**config.mk**
```make
export PLATFORM = sky130hd
export DESIGN_NAME = fetch_unit
export DESIGN_NICKNAME = d
export VERILOG_FILES = /design/src/rtl/fetch_unit.sv
export SDC_FILE = /design/constraint.sdc
export NUM_CORES = 1
export LEC_CHECK = 0
export BUFFER_PORTS_ARGS = -buffer_cell sky130_fd_sc_hd__buf_2
export CAP_MARGIN = 40
export CORE_MARGIN = 2
export CORE_UTILIZATION = 45
export CTS_BUF_LIST = sky130_fd_sc_hd__clkbuf_16
export CTS_CLUSTER_DIAMETER = 150
export DETAILED_ROUTE_END_ITERATION = 12
export PLACE_DENSITY_LB_ADDON = 0.3
export SLEW_MARGIN = 20
export SYNTH_ARGS = -nofsm -noshare
export SYNTH_HDL_FRONTEND = slang
export SYNTH_SLANG_ARGS = --single-unit
```
**constraint.sdc**
```tcl
create_clock -name clk -period 1.6 [get_ports clk]
set_input_delay 0.08 -clock clk [delete_from_list [all_inputs] [get_ports clk]]
set_output_delay 0.08 -clock clk [all_outputs]
set_load 0.01 [all_outputs]
```
**src/rtl/fetch_unit.sv**
```systemverilog
// Instruction fetch front end: owns the PC, fetches one word at a time over a
// req/ack memory handshake and presents PcP/Inst to the IF/ID register.
module fetch_unit #(
    parameter int              PC_W     = 16,
    parameter int              INST_W   = 32,
    parameter logic [PC_W-1:0] RESET_PC = '0
) (
    input  logic              clk,
    input  logic              rst,
    input  logic              stall,
    input  logic              redirect,
    input  logic [PC_W-1:0]   redirectPc,
    output logic              imemReq,
    output logic [PC_W-1:0]   imemAddr,
    input  logic              imemAck,
    input  logic [INST_W-1:0] imemData,
    output logic              fetchValid,
    output logic [PC_W-1:0]   PcPOut,
    output logic [INST_W-1:0] InstOut
);

    // state   | meaning
    // START   | first cycle after reset, no request
    // FETCH   | request at pc outstanding
    // FULL    | output slot holds an instruction for IF/ID
    // DISCARD | stale request in flight after a redirect, data will be dropped
    typedef enum logic [1:0] {START, FETCH, FULL, DISCARD} state_t;

    state_t              state, state_n;
    logic [PC_W-1:0]     pc, pc_n;
    logic [PC_W-1:0]     req_addr, req_addr_n;
    logic                valid_n;
    logic [PC_W-1:0]     pcp_n;
    logic [INST_W-1:0]   inst_n;

    always_ff @(posedge clk) begin
        if (rst) begin
            state      <= START;
            pc         <= RESET_PC;
            req_addr   <= RESET_PC;
            fetchValid <= 1'b0;
            PcPOut     <= '0;
            InstOut    <= '0;
        end else begin
            state      <= state_n;
            pc         <= pc_n;
            req_addr   <= req_addr_n;
            fetchValid <= valid_n;
            PcPOut     <= pcp_n;
            InstOut    <= inst_n;
        end
    end

    always_comb begin
        state_n    = state;
        pc_n       = pc;
        req_addr_n = req_addr;
        valid_n    = fetchValid;
        pcp_n      = PcPOut;
        inst_n     = InstOut;
        case (state)
            START: begin
                state_n = FETCH;
                if (redirect) pc_n = redirectPc;
            end
            FETCH: begin
                if (imemAck) begin
                    if (redirect) begin
                        pc_n = redirectPc;
                    end else begin
                        pcp_n   = pc + 1'b1;
                        inst_n  = imemData;
                        valid_n = 1'b1;
                        pc_n    = pc + 1'b1;
                        state_n = FULL;
                    end
                end else if (redirect) begin
                    // address must stay on the bus until the memory answers
                    req_addr_n = pc;
                    pc_n       = redirectPc;
                    state_n    = DISCARD;
                end
            end
            FULL: begin
                if (redirect) begin
                    valid_n = 1'b0;
                    pc_n    = redirectPc;
                    state_n = FETCH;
                end else if (!stall) begin
                    valid_n = 1'b0;
                    state_n = FETCH;
                end
            end
            DISCARD: begin
                if (redirect) pc_n = redirectPc;
                if (imemAck) state_n = FETCH;
            end
            default: state_n = START;
        endcase
    end

    assign imemReq  = (state == FETCH) || (state == DISCARD);
    assign imemAddr = (state == DISCARD) ? req_addr : pc;

endmodule

```
==> results.json <==
{
  "status": "finished, final reports clean",
  "finClkSkew_ns": 0.007298,
  "syn2layout_area_growth_pct": 43.09,
  "residual_antenna_violating_net_count_after_detailed_routing": 0,
  "worst_setup_path_startpoint": "pc[1]",
  "rows": 32,
  "worst_ep_arrival_time_ns": 1.83,
  "die-height_um": 92.94,
  "ys.flop_type": "sky130_fd_sc_hd__dfxtp_1",
  "crit_type": "reg -> reg",
  "clock_sinks": 83,
  "post_synth_main_area_contributors": "sky130_fd_sc_hd__dfxtp_1 47%, sky130_fd_sc_hd__nand2_1 12%, sky130_fd_sc_hd__a21oi_1 9.0%",
  "clk_pin_slew_ns": 0.06,
  "initialDrtViolationCount": 110,
  "total_leakage_power_nw": 2.215,
  "max_freq_mhz": 636.0,
  "synth_area_per_cell_um2": 8.090,
  "post_synth_mux_area_share_pct": 5.905,
  "timing_hold_violations_final": 0,
  "ir_drop_mv": 0.4930,
  "post_drt_wl_per_cell_um": 13.95,
  "floorplan.die.width_um": 92.94,
  "floorplan.io_pins": 119,
  "initial_utilization_pct": 46.31,
  "synth_compound_gate_area_share_pct": 13.85,
  "main_combinational_cell_family_by_area_after_synthesis": "simple AND/OR/NAND/NOR gates",
  "route.vias.total": 3574,
  "power.density_cell_area_mw_per_mm2": 996.5,
  "finalWeightedCongestion": 0.8979,
  "cts_root_buffer": "sky130_fd_sc_hd__clkbuf_16",
  "timing.max_cap.violations": 0,
  "layout-drive-gt1-share_pct": 34.28,
  "cts_max_level": 3,
  "yosysSeqAreaShare_pct": 46.68,
  "synth.ff_latch_count": 83,
  "crit_path_max_fanout": 4,
  "ys_async_sr_fraction_pct": 0,
  "hold_path.class": "in -> reg",
  "grt.overflow.total": 0,
  "synthXorXnorAreaFrac_pct": 3.691,
  "detailedRoute.firstPassIterationCount": 4,
  "timing.setup.tns_ns": 0,
  "setup.reg_to_reg.worst_slack_ns": 0.03,
  "floorplan.die_area_mm2": 0.008638,
  "setup.worst_path.end_class": "flip-flop",
  "antenna_cells_inserted": 0,
  "setup_violations": 0,
  "worst_slew_slack_as_a_fraction_of_its_limit_pct": 59.29,
  "min_period_ns": 1.572,
  "post_dp_cell_area_mm2": 0.004442,
  "grt_start_max_net_pins": 32,
  "cts-buffers-inserted": 9,
  "unrepaired_setup_endpoints_after_global_routing": "yes",
  "synth.largest_area_cell": "sky130_fd_sc_hd__dfxtp_1",
  "yosysTopAreaCellShare_pct": 46.68,
  "crit-reg2reg-launch": "pc[1]",
  "dp.final_hpwl_um": 6693,
  "place.port_buffers": 118,
  "final_min_period_over_clock_period_pct": 98.27,
  "finalMaxSlewViolations": 0,
  "syn-cell-area_mm2": 0.003560,
  "synth-edff-count": 0,
  "synth_fa_ha_area_share_pct": 0.3515,
  "vias_per_cell": 5.084,
  "least_margin_pin_slew_ns": 0.6107,
  "timing.critical_path.to": "pc[14]",
  "ys.warnings.count": 0,
  "post_synth_num_cell_types": 42,
  "num-nets-final": 650,
  "synth_net_count": 494,
  "final_core_util_pct": 66.26,
  "drt_wl_total_um": 9808,
  "setup.worst_path.start_class": "flip-flop",
  "antenna_violations_before_repair": 0,
  "tritoncts_clock_tree": "yes",
  "synth_cells": 440,
  "globalRouteTotalUtil_pct": 22.76,
  "n_fill_cell": 681,
  "design_area_mm2": 0.005094,
  "worst-r2r-cell-count": 6,
  "synth.most_common_cell": "sky130_fd_sc_hd__nand2_1",
  "cts_max_path_buffers": 2,
  "worst_ep_required_time_ns": 1.86,
  "grt_pass1_vias": 3353,
  "drc": 0,
  "clock_latency_ns": 0.33,
  "grt_first_pass_wirelength_um": 15570,
  "area_inside_the_core_boundary_mm2": 0.007687,
  "yosys.area_share.simple_pct": 24.92,
  "synthTopCellsByCount": "112 x sky130_fd_sc_hd__nand2_1, 83 x sky130_fd_sc_hd__dfxtp_1, 64 x sky130_fd_sc_hd__a21oi_1",
  "crit-reg2reg-capture": "pc[14]"
}
flip-flops by register name (all words and copies together), names as in the netlist:
signal / cells
PcPOut: 16
req_addr: 16
pc: 16
state: 2
InstOut: 32
fetchValid: 1
repair_timing:
action / in CTS / in global routing
setup buffers: 0 / 1
hold buffers: 27 / 0
hold endpoints to repair: 27 / 0
resized for setup: 0 / 14
endpoints found under the setup margin: 0 / 62
report_power, final:
part	switching [mW]	internal (mW)
logic	0.348	0.337
clock network	0.817	1.36
registers	0.0606	2.15
total	1.23	3.85
layer usage:
metal	track usage [%]	wire [µm]	up-vias
met3	4.231	584	10
met5	0	0	-
met1	28.63	4266	1664
met4	8.088	115	0
met2	38.95	4842	114
li1	-	-	1786
through the flow:
step	hold slack (ns)	power (mW)	std cells	setup slack, ns
detailed placement	0.3288	2.872	659	0.04068
floorplan	0.2160	2.597	440	-0.01032
global route	0.01179	5.284	703	-0.1002
CTS	0.0002763	5.109	702	0.02971
finish	0.009125	5.076	703	0.02762
global placement	0.3227	2.858	659	0.09284
worst min path at each step:
stage,from,end,slack (ns),cells past startpoint
floorplan,imemData[0],InstOut[0],0.22,2
global placement,imemData[8],InstOut[8],0.32,3
detailed placement,imemData[23],InstOut[23],0.33,3
CTS,redirectPc[1],pc[1],0.0003,3
global route,imemData[6],InstOut[6],0.01,3
finish,imemData[22],InstOut[22],0.009,3
cells by family after synthesis:
group	count (synthesis)
AND/OR/NAND/NOR	196
AO/OA/AOI/OAI	87
flip-flops	83
buffers and inverters	39
multiplexers	19
XOR/XNOR	15
adder cells (fa/ha/maj)	1
final cells by class:
type / instances / area, µm² / area share (%)
clock inverters: 7 / 92.59 / 1.818
multi-input cells: 318 / 1787 / 35.08
clock buffers: 9 / 225.2 / 4.422
inverters: 4 / 15.01 / 0.2948
well taps: 102 / 127.6 / 2.506
flip-flops and latches: 83 / 1673 / 32.84
repair buffers: 180 / 1174 / 23.04
placed cells by master (no fill, tap or decap), types with 3 or more instances in the layout:
master	count
sky130_fd_sc_hd__a211oi_1	8
sky130_fd_sc_hd__a21oi_1	64
sky130_fd_sc_hd__buf_12	4
sky130_fd_sc_hd__buf_2	118
sky130_fd_sc_hd__buf_4	31
sky130_fd_sc_hd__clkbuf_16	9
sky130_fd_sc_hd__dfxtp_1	78
sky130_fd_sc_hd__dfxtp_2	3
sky130_fd_sc_hd__dlygate4sd3_1	27
sky130_fd_sc_hd__inv_1	4
sky130_fd_sc_hd__mux2_2	16
sky130_fd_sc_hd__mux2i_1	3
sky130_fd_sc_hd__nand2_1	112
sky130_fd_sc_hd__nand2b_1	3
sky130_fd_sc_hd__nor2_1	38
sky130_fd_sc_hd__nor2b_1	4
sky130_fd_sc_hd__nor3_1	9
sky130_fd_sc_hd__o21a_1	3
sky130_fd_sc_hd__or3_1	3
sky130_fd_sc_hd__xnor2_1	10
sky130_fd_sc_hd__xor2_1	5
worst max-delay path, stage by stage, from the launching register on:
cell                      delay (ns)
sky130_fd_sc_hd__dfxtp_4        0.37
sky130_fd_sc_hd__ha_4           0.13
sky130_fd_sc_hd__nand4_1        0.21
sky130_fd_sc_hd__nor4b_2        0.30
sky130_fd_sc_hd__xnor2_1        0.09
sky130_fd_sc_hd__or3_1          0.33
sky130_fd_sc_hd__o21ai_1        0.08
Note: power is estimated with default switching activity, not from simulation.
